===== src/rtl/fifo_param.sv =====
// Parametrised single-clock FIFO with runtime almost-empty/almost-full thresholds,
// occupancy output and overflow/underflow flags. Optional macro FIFO_ERR_STICKY_EN latches the error flags.
module fifo_param #(
   parameter int DATA_WIDTH = 6,
   parameter int ADDR_WIDTH = 3
) (
   input  logic                  clk,
   input  logic                  reset,
   input  logic [DATA_WIDTH-1:0] Fifo_Data_in,
   input  logic                  Fifo_wr,
   input  logic                  Fifo_rd,
   input  logic [ADDR_WIDTH:0]   umbral_vacio,
   input  logic [ADDR_WIDTH:0]   umbral_lleno,
   output logic [DATA_WIDTH-1:0] Fifo_data_out,
   output logic                  Fifo_valid,
   output logic                  Fifo_empty,
   output logic                  Fifo_full,
   output logic                  almost_empty,
   output logic                  almost_full,
   output logic [ADDR_WIDTH:0]   fill_level,
   output logic                  err_overflow,
   output logic                  err_underflow
);

   localparam int CW = ADDR_WIDTH + 1;
   localparam int DEPTH_INT = 2 ** ADDR_WIDTH;
   localparam logic [CW-1:0] DEPTH = CW'(DEPTH_INT);

   logic [DATA_WIDTH-1:0] mem [DEPTH_INT];
   logic [ADDR_WIDTH-1:0] wr_ptr;
   logic [ADDR_WIDTH-1:0] rd_ptr;
   logic [CW-1:0]         count;
   logic [CW-1:0]         next_count;
   logic                  rd_ok;
   logic                  wr_ok;
   logic                  ovf;
   logic                  unf;
   logic                  ovf_next;
   logic                  unf_next;

   // A full FIFO still takes a write when a read frees a slot on the same edge;
   // an empty FIFO never passes a word straight through.
   always_comb begin
      rd_ok      = Fifo_rd && (count != '0);
      wr_ok      = Fifo_wr && ((count != DEPTH) || rd_ok);
      ovf        = Fifo_wr && !wr_ok;
      unf        = Fifo_rd && !rd_ok;
      next_count = count;
      if (wr_ok && !rd_ok)
         next_count = count + CW'(1);
      else if (rd_ok && !wr_ok)
         next_count = count - CW'(1);
`ifdef FIFO_ERR_STICKY_EN
      ovf_next = err_overflow | ovf;
      unf_next = err_underflow | unf;
`else
      ovf_next = ovf;
      unf_next = unf;
`endif
   end

   // Storage is never cleared; reset only makes old words unreachable.
   always_ff @(posedge clk) begin
      if (!reset && wr_ok)
         mem[wr_ptr] <= Fifo_Data_in;
   end

   always_ff @(posedge clk) begin
      if (reset) begin
         wr_ptr        <= '0;
         rd_ptr        <= '0;
         count         <= '0;
         Fifo_data_out <= '0;
         Fifo_valid    <= 1'b0;
         Fifo_empty    <= 1'b1;
         Fifo_full     <= 1'b0;
         almost_empty  <= 1'b1;
         almost_full   <= 1'b0;
         err_overflow  <= 1'b0;
         err_underflow <= 1'b0;
      end else begin
         if (wr_ok)
            wr_ptr <= wr_ptr + ADDR_WIDTH'(1);
         if (rd_ok) begin
            rd_ptr        <= rd_ptr + ADDR_WIDTH'(1);
            Fifo_data_out <= mem[rd_ptr];
         end
         Fifo_valid    <= rd_ok;
         count         <= next_count;
         // Flags track the post-update occupancy so they line up with fill_level.
         Fifo_empty    <= (next_count == '0);
         Fifo_full     <= (next_count == DEPTH);
         almost_empty  <= (next_count <= umbral_vacio);
         almost_full   <= (next_count >= umbral_lleno);
         err_overflow  <= ovf_next;
         err_underflow <= unf_next;
      end
   end

   assign fill_level = count;

endmodule


===== config.mk =====
export PLATFORM = sky130hd
export DESIGN_NAME = fifo_param
export DESIGN_NICKNAME = d
export VERILOG_FILES = /design/src/rtl/fifo_param.sv
export SDC_FILE = /design/constraint.sdc
export NUM_CORES = 1
export LEC_CHECK = 0
export BUFFER_PORTS_ARGS = -buffer_cell sky130_fd_sc_hd__clkbuf_2
export CAP_MARGIN = 20
export CORE_MARGIN = 3
export CORE_UTILIZATION = 35
export DETAILED_ROUTE_END_ITERATION = 10
export PLACE_DENSITY = 0.5
export SLEW_MARGIN = 20
export SYNTH_ARGS = -nofsm -noshare
export SYNTH_HDL_FRONTEND = slang
export SYNTH_SLANG_ARGS = --single-unit

===== constraint.sdc =====
create_clock -name clk -period 3.4 [get_ports clk]
set_input_delay 0.85 -clock clk [delete_from_list [all_inputs] [get_ports clk]]
set_output_delay 0.85 -clock clk [all_outputs]
set_load 0.005 [all_outputs]

Word level (Yosys, flattened, before mapping)

Memory sizes are Yosys's and may differ from the RTL's. A register that Yosys moved wholly into a read port is not among the register bits.
Cells that the tools add are included.

Add/subtract/negate cells: 4
Order comparisons: 2
Equal/unequal tests: 2
Multiplexer cells: 4
Reductions and logical operators: 13

Operators by type and width:

| cell                                              | count |
|---|---|
| 2-to-1 mux 4 bit                                  | 2 |
| logical AND 1 bit                                 | 7 |
| adder 3 x 1 -> 3 bit (second input constant)      | 2 |
| adder 4 x 1 -> 4 bit (second input constant)      | 1 |
| equality test 4 bit (second input constant)       | 1 |
| >= comparator 4 bit                               | 1 |
| less-or-equal comparator 4 bit                    | 1 |
| zero test 4 bit                                   | 1 |
| != test 4 bit (second input constant)             | 1 |
| nonzero test 4 bit                                | 1 |
| subtractor 4 x 1 -> 4 bit (second input constant) | 1 |
| zero test 1 bit                                   | 3 |
| 2-to-1 mux 1 bit                                  | 2 |
| logical OR 1 bit                                  | 1 |

Register bits after elaboration: 17
Bits in writable memories: 48
Output and inout bits: 17
Memories kept: 1

Memories:

| memory | words | bits a word | rd ports | clocked after memory_dff | wr ports | RTL line | RTL |
|---|---|---|---|---|---|---|---|
| mem    | 8     | 6           | 1        | 1                        | 1        | 29       | `logic [DATA_WIDTH-1:0] mem [DEPTH_INT];` |

Logic depth before layout (Yosys ltp)

Gate-level depths: netlist of the first run.

Depth in word-level cells: 9
Mapped depth: 12
Depth with buffers taken out: 12

Worst setup path after synthesis of the first run

Ideal clock, no wire load.

Path type: flip-flop to flip-flop
Start: register count[1] (netlist: fill_level[1])
End: register almost_full
Library setup time: 0.119 ns
Arrival time: 2.464 ns
Required time: 3.281 ns
Path slack: 0.817 ns
Stages on the path, launching flop included: 13
Buffers on the path: 1
Path through: dfxtp_1 > inv_1 > ha_1 > or3b_4 > and2_4 > buf_6 > mux2i_4 > xnor2_1 > ha_1 > nand2b_1 > a21oi_1 > a21oi_1 > o221a_2

Longest elaborated chain between the ends: 9
Elaborated cells on any way between the ends: 14
Those cells by class: add/sub (2); order compare (1); eq/ne (1); mux (2); reduce/logical (8)

Ends and longest elaborated chain:

| item                   | RTL line | RTL |
|---|---|---|
| from (decl)            | 32       | `logic [CW-1:0] count;` |
| from (signal assigned) | 89       | `count <= next_count;` |
| nonzero test 4 bit     | 44       | `rd_ok = Fifo_rd && (count != '0);` |
| logical AND 1 bit      | 44       |  |
| logical OR 1 bit       | 45       | `wr_ok = Fifo_wr && ((count != DEPTH) \|\| rd_ok);` |
| logical AND 1 bit      | 45       |  |
| zero test 1 bit        | 51       | `else if (rd_ok && !wr_ok)` |
| logical AND 1 bit      | 51       |  |
| 2-to-1 mux 4 bit       | 51       |  |
| 2-to-1 mux 4 bit *     | 49       | `if (wr_ok && !rd_ok)` |
| >= comparator 4 bit *  | 94       | `almost_full <= (next_count >= umbral_lleno);` |
| to (signal assigned)   | 94       |  |
| to (decl)              | 19       | `output logic almost_full,` |

Every way passes the cells marked *; elsewhere a longest branch is shown, timed or not.
A chain may end at the register's enable or synchronous reset.

Final worst setup path of the first run

Ends and elaborated chain as after synthesis.

==> results of run 1 <==
==> state kept, by name (all words and copies together) (netlist names) <==
| register | cells |
|---|---|
| rd_ptr | 3 |
| almost_empty | 1 |
| err_overflow | 1 |
| Fifo_empty | 1 |
| fill_level | 4 |
| Fifo_valid | 1 |
| almost_full | 1 |
| mem | 48 |
| err_underflow | 1 |
| wr_ptr | 3 |
| Fifo_full | 1 |
| Fifo_data_out | 6 |
==> area by class of cell <==
cell class | count | area [um2]
clock inverters | 5 | 106
well taps | 105 | 131
flip-flops and latches | 71 | 1900
clock buffers | 11 | 131
multi-input cells | 122 | 1060
inverters | 13 | 48.8
repair buffers | 39 | 208
fillers | 786 | 4750
==> cell usage after synthesis (2+ instances only) <==
library cell,count
a211oi_1,7
a21oi_1,6
and4b_1,2
buf_2,3
clkbuf_1,3
dfxtp_1,23
edfxtp_1,48
ha_1,10
inv_1,13
mux2i_1,9
mux4_2,12
nand2_1,7
nand2b_1,3
nand3_1,3
nand4_1,4
nor2_1,24
nor2b_1,3
nor3_1,2
o21ai_0,3
o31ai_1,2
xnor2_1,2
xor2_1,3
==> worst reg2reg max path, stage by stage (launching register included) <==
cell and delay, ps:
dfxtp_1 360, inv_1 130, ha_1 230, nor2b_1 350, mux2i_1 320, mux2i_4 100
xnor2_1 370, ha_1 310, nand2b_1 130, a21oi_1 130, a21oi_1 50, o221a_2 240
==> power breakdown <==
group          internal [mW]  switching [mW]
combinational          0.372           0.363
clock                  0.489           0.325
sequential              1.00          0.0933
==> layer usage <==
layer  wire length (um)  vias to the layer above  global-route usage, %  share of wire, %
met5                  0                        -                      0                 0
met4                 97                        0                   4.41               1.7
met3                351                        8                   4.21               6.0
met2               2600                       42                   18.6                45
met1               2760                      861                   17.2                47
li1                   -                      904                      -                 -
==> per-stage QoR <==
step | hold WS (ps) | cell area [um2]
final | 499 | 3590
after detailed placement | 492 | 3350
after CTS | 504 | 3590
after global placement | 490 | 3350
after global routing | 528 | 3590
after floorplan | 494 | 3060
==> path summary, 6_finish.rpt <==
check                                   endpoint  depth (start not counted)              from
worst max-delay path                 almost_full                         11     fill_level[1]
worst min-delay path            Fifo_data_out[1]                          2  Fifo_data_out[1]
worst max register to register       almost_full                         11     fill_level[1]
worst min register to register  Fifo_data_out[1]                          2  Fifo_data_out[1]
==> logic make-up after synthesis <==
group,count (synthesis),share of synthesized area [%]
multiplexers,22,12.5
flip-flops,71,62.1
AO/OA/AOI/OAI,29,6.99
buffers and inverters,23,3.35
AND/OR/NAND/NOR,56,9.56
XOR/XNOR,5,1.43
adder cells (fa/ha/maj),10,4.08
==> results.md, run 1 <==
- Outcome: finished, final reports clean
- Setup ws final: 556 ps
- Cell count after synthesis: 216
- CP max stage delay: 370 ps
- Most used DFF post-synth: edfxtp_1
- Reg-to-reg slack, setup: 560 ps
- First-pass GRT wire length: 9320 um
- Final routed DRC violation total: 0
- Placed insts: 350
- Unrepaired setup endpoints after global routing: no
- Crit path required time: 3640 ps
- All-Layer GR Usage: 12.6%
- Maximum vdd drop: 0.000259 V
- Clock sink count: 71
- CP bufs+invs: 1
- Count of input and output buffers: 34
- Commonest non-fill, non-tap cell in the layout: edfxtp_1
- Pwr Total: 2.65 mW
- Pin count of the biggest net entering global routing: 18
- Tcrit/Tclk final: 83.6%
- Wirelength per Cell: 15.9 um
- Placed wire-length estimate: 3960 um
- Pre-antenna DRT Iters: 4
- Starting Density: 36.7%
- Initial antenna violation count: 0
- CTS tree: done
- Fmax: 352 MHz
- Leakage: 1.33 nW
- Nets: 284
- MaxCap Viol Count: 0
- H-tree level count: 3
- Vias in the first global route: 1791
- Final Slew Violations: 0
- Hold/Removal Path Class: register to register
- Crit Path Class: register to register
- Worst slew margin: 50.1%
- Arr. time, crit path: 3080 ps
- Synth async-reset ratio: 0%
- Die area: 0.00991 mm2
- Clock skew: 8.22 ps
- Final non-filler cell total: 366
- # setup viols final: 0
- Netlist cell types: 46
- Synth Warn #: 0
- Final core utilization: 43.0%
- Total CTS buffers: 9
- Clock Latency Late Sink: 340 ps
- Bufs on Longest Clock Path: 2
- Final hold vios: 0
- Die W: 99.6 um
- GP Congestion: 0.778
- Syn_nets: 244
- Leading area contributor after synthesis: edfxtp_1
- PostCTS Resize Cnt: 0
- Top cells by area, synth: edfxtp_1 47%, dfxtp_1 15%, mux4_2 8.8%
- Register area share after synthesis: 62.1%
- PwrDens: 738 mW/mm2
- Area Overhead vs Synth: 17.1%
- Yosys top cell area share: 47.1%
- Tmin final: 2840 ps
- Worst setup SP type: register
- Via density: 4.96
- Top Family by Delay on Critical Path: adder cells
- CTS Hold Bufs: 0
- Post-CTS repair timing setup buffer count: 0
- Die height: 99.6 um
- Clk Tree Root Cell: clkbuf_8
- Final wirelength: 5810 um
- Fin Setup TNS: 0 ps
- Ports: 35
- Post-Syn Area: 0.00306 mm2
- Worst Path Max Fanout: 6
- Most frequent cells in the layout: 48 x edfxtp_1, 34 x clkbuf_2, 24 x nor2_1
- Post-synth EDFFs: 48
- Critical-path cell list: inv_1, ha_1, nor2b_1, mux2i_1, mux2i_4, xnor2_1, ha_1, nand2b_1, a21oi_1, a21oi_1, o221a_2
- GRT overflow: 0
- Placement row count: 33
- Crit-path slowest cell: xnor2_1
- Clock slew at reported path FFs: 80 ps
- DR iter-0 viols: 61
- Worst setup EP type: register
- Core Box Area: 0.00834 mm2
- Slew @ Worst Pin: 748 ps
- Share of cells above drive strength 1: 27.2%
- Seq cells post-synth: 71
- Mean Syn Cell Area: 14.2 um2
- Pre-CTS setup slack: 521 ps
- N_diodes: 0
- Final ANT Viol Nets: 0
- Routed vias: 1815
(Power assumes the default switching activity.)
==> run 2, diff against run 1 <==
- PLACE_DENSITY: 0.5 -> 0.52
- clock period: 3.4 -> 2.33 ns (I/O delays scaled with it)
==> run 2 against run 1 <==
- sequential cell count did not move
- count of clock-buffer cells in the layout unchanged
- combinational power increased by 120%
- critical path depth is the same
- first-iteration DRC count shrank 6.6%
- non-clock buffer count increased by 31
- die area stayed put
- maximum frequency up 26%
- critical path type unchanged
- critical endpoint unchanged
- largest cell class unchanged
==> results.md, run 2 (synthesis results as in run 1) <==
- # setup viols final: 0 (unchanged)
- Pin count of the biggest net entering global routing: 18 (unchanged)
- Die area: 0.00991 mm2 (unchanged)
- Final non-filler cell total: 397 (+8.5%)
- Final hold vios: 0 (unchanged)
- CTS tree: done
- Final ANT Viol Nets: 0 (unchanged)
- Setup ws final: 78.2 ps (-478 ps)
- Via density: 4.85 (-2.1%)
- Worst setup EP type: register
- Clock sink count: 71 (unchanged)
- Wirelength per Cell: 15.4 um (-2.9%)
- Tcrit/Tclk final: 96.6% (+13 points)
- Crit Path Class: register to register
- MaxCap Viol Count: 0 (unchanged)
- Most frequent cells in the layout: 48 x edfxtp_1, 36 x buf_4, 34 x clkbuf_2
- Crit path required time: 2550 ps (-1090 ps)
- DR iter-0 viols: 57 (-6.6%)
- Maximum vdd drop: 0.000374 V (+44%)
- Die W: 99.6 um (unchanged)
- Area Overhead vs Synth: 26.6%
- Flip-flop count of the largest register after layout: 48 (unchanged)
- Multi-input logic area: 0.00113 mm2 (+6.9%)
- First-pass GRT wire length: 9890 um (+6.2%)
- Worst Path Max Fanout: 3 (-3)
- Share of cells above drive strength 1: 39.4% (+12 points)
- Vias in the first global route: 1905 (+6.4%)
- Outcome: finished, final reports clean
- Arr. time, crit path: 2470 ps (-610 ps)
- All-Layer GR Usage: 13.1% (+0.56 points)
- Filler cell count: 760 (-3.3%)
- Commonest non-fill, non-tap cell in the layout: edfxtp_1
- Leakage: 1.50 nW (+12%)
- Final Slew Violations: 0 (unchanged)
- Reg-to-reg slack, setup: 80 ps (-480 ps)
- Core Box Area: 0.00834 mm2 (unchanged)
- GRT overflow: 0 (unchanged)
- Die height: 99.6 um (unchanged)
- Pre-antenna DRT Iters: 4 (unchanged)
- Clk Tree Root Cell: clkbuf_8
- CTS Hold Bufs: 0 (unchanged)
- Bufs on Longest Clock Path: 2 (unchanged)
- Unrepaired setup endpoints after global routing: yes
- Final routed DRC violation total: 0 (unchanged)
- Clock slew at reported path FFs: 80 ps (about the same)
- Worst slew margin: 56.8% (+6.8 points)
- Clock skew: 9.00 ps (+0.774 ps)
- Count of input and output buffers: 34 (unchanged)
- N_diodes: 0 (unchanged)
- Fmax: 444 MHz (+26%)
- Hold/Removal Path Class: register to register
- Clock Latency Late Sink: 340 ps (about the same)
- Total CTS buffers: 9 (unchanged)
- Worst setup SP type: register
- Placement row count: 33 (unchanged)
- Routed vias: 1927 (+6.2%)
- H-tree level count: 3 (unchanged)
- Nets: 315 (+11%)
- Tmin final: 2250 ps (-592 ps)
- GP Congestion: 0.770 (-0.93%)
- Initial antenna violation count: 0 (unchanged)
- Placed insts: 378 (+8.0%)
- Ports: 35 (unchanged)
- Biggest register: mem
- Pre-CTS setup slack: -47.5 ps (-568 ps)
- Final wirelength: 6120 um (+5.3%)
- Starting Density: 36.7% (unchanged)
- Slew @ Worst Pin: 646 ps (-102 ps)
- Reg area: 0.00191 mm2 (+0.26%)
- PwrDens: 1100 mW/mm2 (+49%)
- Fin Setup TNS: 0 ps (unchanged)
- Placed wire-length estimate: 4270 um (+7.7%)
-- run 2: changes by cell type in the layout (fill, tap and decap cells not counted), sizes merged --
cell,delta
buf,+31
bufinv,-1
clkinv,+1
clkinvlp,-1
inv,+1
-- run 2: area by class of cell --
class                   count  share of cell area (%)
flip-flops and latches     71                    49.2
multi-input cells         122                    29.2
repair buffers             70                    11.4
clock buffers              11                    3.39
well taps                 105                    3.39
clock inverters             5                    2.10
inverters                  13                    1.39
-- run 2: metrics by stage --
step | hold slack [ps] | cell area, um2 | total power [mW] | util, %
2_1_floorplan | 494 | 3090 | 2.50 | -
3_3_place_gp | 489 | 3590 | 3.03 | 43.0
3_5_place_dp | 495 | 3590 | 3.03 | 43.0
4_1_cts | 509 | 3800 | 4.11 | 45.6
5_1_grt | 529 | 3880 | 4.54 | 46.5
6_report | 504 | 3880 | 4.25 | 46.5
-- run 2: timing repair --
action,4_1_cts,5_1_grt
hold endpoints to repair,0,0
setup endpoints to repair,1,2
pin swaps,0,7
gates resized for setup,1,9
setup buffers,0,3
-- run 2: where the power goes --
part           switching [mW]  leakage [nW]  internal (mW)
logic                   0.742         0.769          0.901
registers              0.0774         0.623           1.47
clock network           0.453         0.106          0.606
-- run 2: final timing paths --
kind	from	to	cells after the start
hold reg to reg	Fifo_data_out[0]	Fifo_data_out[0]	2
setup / recovery	fill_level[1]	almost_full	11
setup reg to reg	fill_level[1]	almost_full	11
hold / removal	Fifo_data_out[0]	Fifo_data_out[0]	2
-- run 2: worst max-delay path: stages, from the launching register on --
cell and delay, ps:
dfxtp_4 350, inv_4 60, ha_4 130, or3b_4 380, and2_4 160, mux2i_4 160
xnor2_2 130, ha_1 260, nand2b_4 150, a21oi_2 100, a21oi_1 50, o221a_2 220
-- run 2: layer usage --
| layer | wire (um) | vias to the layer above | global-route usage (%) |
|---|---|---|---|
| met3 | 239 | 8 | 2.88 |
| met4 | 93 | 0 | 5.04 |
| met5 | 0 | - | 0 |
| met2 | 2730 | 34 | 19.0 |
| li1 | - | 960 | - |
| met1 | 3060 | 925 | 19.3 |
==> run 3, diff against run 2 <==
- CAP_MARGIN: 20 -> not set
- CTS_BUF_LIST: not set -> sky130_fd_sc_hd__clkbuf_4
==> run 3 against run 2 <==
- clock skew increased by 4.9 ps
- power decreased by 5.4%
- critical path depth unchanged
- count of clock-buffer cells in the layout unchanged
- critical path type unchanged
==> results.md, run 3 (synthesis results as in run 1) <==
- Worst slew margin: 57.0% (+0.17 points)
- First-pass GRT wire length: 9970 um (+0.77%)
- N_diodes: 0 (unchanged)
- Placed instance area: 0.00359 mm2 (unchanged)
- Initial antenna violation count: 0 (unchanged)
- CTS tree: done
- Tcrit/Tclk final: 98.6% (+1.9 points)
- Die area: 0.00991 mm2 (unchanged)
- Clock slew at reported path FFs: 120 ps (+40 ps)
- Crit path required time: 2660 ps (+110 ps)
- Clock sink count: 71 (unchanged)
- Filler cell count: 772 (+1.6%)
- Final ANT Viol Nets: 0 (unchanged)
- Clock Latency Late Sink: 410 ps (+70 ps)
- Die W: 99.6 um (unchanged)
- Pre-antenna DRT Iters: 4 (unchanged)
- Biggest register: mem
- DR iter-0 viols: 48 (-16%)
- Bufs on Longest Clock Path: 2 (unchanged)
- Net switching power: 1.24 mW (-2.8%)
- MaxCap Viol Count: 0 (unchanged)
- Final Slew Violations: 0 (unchanged)
- GP Congestion: 0.770 (unchanged)
- Pwr Total: 4.02 mW (-5.4%)
- Crit Path Class: register to register
- Final hold vios: 0 (unchanged)
- Vias in the first global route: 1911 (+0.31%)
- Tmin final: 2300 ps (+45.1 ps)
- Share of cells above drive strength 1: 39.3% (-0.073 points)
- PwrDens: 1060 mW/mm2 (-3.6%)
- Clk Tree Root Cell: clkbuf_4
- Clock share of power: 22.3% (-2.6 points)
- Core Box Area: 0.00834 mm2 (unchanged)
- Die height: 99.6 um (unchanged)
- Placement row count: 33 (unchanged)
- Placed wire-length estimate: 4270 um (unchanged)
- Leakage: 1.47 nW (-1.7%)
- Commonest non-fill, non-tap cell in the layout: edfxtp_1
- Clock skew: 13.9 ps (+4.88 ps)
- Pint: 2.79 mW (-6.5%)
- Routed vias: 1927 (unchanged)
- # setup viols final: 0 (unchanged)
- Maximum vdd drop: 0.000316 V (-16%)
- Fin area: 0.00380 mm2 (-1.9%)
- Reg power frac: 38.5% (+2.0 points)
- Nets: 313 (-0.63%)
- H-tree level count: 3 (unchanged)
- Worst Path Max Fanout: 4 (+1)
- Outcome: finished, final reports clean
- Worst setup EP type: register
- Area Overhead vs Synth: 24.2%
- Fin Setup TNS: 0 ps (unchanged)
- Hold/Removal Path Class: primary input to register
- Worst setup SP type: register
- Via density: 4.88 (+0.51%)
- GRT overflow: 0 (unchanged)
- Final wirelength: 6090 um (-0.42%)
- CTS Hold Bufs: 0 (unchanged)
- Ports: 35 (unchanged)
- Switching share of power: 30.7% (+0.83 points)
- Placed insts: 378 (unchanged)
- Wirelength per Cell: 15.4 um (about the same)
- Flip-flop count of the largest register after layout: 48 (unchanged)
- Fmax: 435 MHz (-2.0%)
- Total CTS buffers: 9 (unchanged)
- Unrepaired setup endpoints after global routing: yes
- Slew @ Worst Pin: 644 ps (-2.50 ps)
- Arr. time, crit path: 2630 ps (+160 ps)
- Count of input and output buffers: 34 (unchanged)
- All-Layer GR Usage: 13.4% (+0.27 points)
- Pin count of the biggest net entering global routing: 18 (unchanged)
- Most frequent cells in the layout: 48 x edfxtp_1, 34 x clkbuf_2, 34 x buf_4
- Starting Density: 36.7% (unchanged)
- Comb power frac: 39.1% (+0.5 points)
- Final non-filler cell total: 395 (-0.50%)
- Final routed DRC violation total: 0 (unchanged)
-- run 3: layout make-up --
type | instances | area, um2 | share of cell area, %
Tap cell | 105 | 131 | 3.45
Clock inverter | 5 | 81.3 | 2.14
Timing Repair Buffer | 68 | 425 | 11.2
Sequential cell | 71 | 1910 | 50.1
Clock buffer | 11 | 82.6 | 2.17
Multi-Input combinational cell | 122 | 1120 | 29.5
Inverter | 13 | 53.8 | 1.41
-- run 3: critical path, cell delays in order (launching register included) --
cell and delay, ps:
dfxtp_4 380, inv_4 40, ha_4 150, nor2b_4 130
buf_4 140, a32o_1 250, a211o_1 310, inv_1 110
ha_1 270, a21oi_2 190, a211oi_2 90, o211ai_1 160
-- run 3: power by group through the flow --
stage	Sequential (mW)	Combinational (mW)	Clock, mW
after detailed placement	1.58	1.45	0
after global routing	1.57	1.76	0.980
after CTS	1.55	1.48	0.924
final	1.55	1.57	0.899
after floorplan	1.60	0.907	0
after global placement	1.58	1.45	0
-- run 3: worst paths after layout --
| kind | startpoint | endpoint | slack, ps | depth (start not counted) |
|---|---|---|---|---|
| hold / removal | Fifo_Data_in[3] | mem[4][3] | 450 | 1 |
| hold reg to reg | Fifo_data_out[2] | Fifo_data_out[2] | 510 | 2 |
| setup reg to reg | fill_level[1] | almost_empty | 30 | 11 |
| setup / recovery | fill_level[1] | almost_empty | 30 | 11 |
-- run 3: what timing repair did --
action | CTS | global route
endpoints found under the setup margin | 2 | 2
resized for setup | 2 | 7
pin swaps | 1 | 3
setup buffers | 0 | 1
gates cloned | 0 | 0
-- run 3: metal layers --
metal,vias to the layer above,global-route usage [%],wire length (um)
li1,956,-,-
met1,916,19.5,2950
met2,46,19.0,2670
met3,9,3.51,370
met4,0,5.36,109
met5,-,0,0
-- run 3: metrics by stage --
| stage | setup WS, ps | hold slack (ps) | util [%] |
|---|---|---|---|
| detailed placement | -47.5 | 495 | 43.0 |
| CTS | 24.5 | 426 | 45.1 |
| global route | -95.1 | 430 | 45.6 |
| floorplan | -51.0 | 494 | - |
| finish | 33.1 | 453 | 45.6 |
| global placement | -23.5 | 489 | 43.0 |
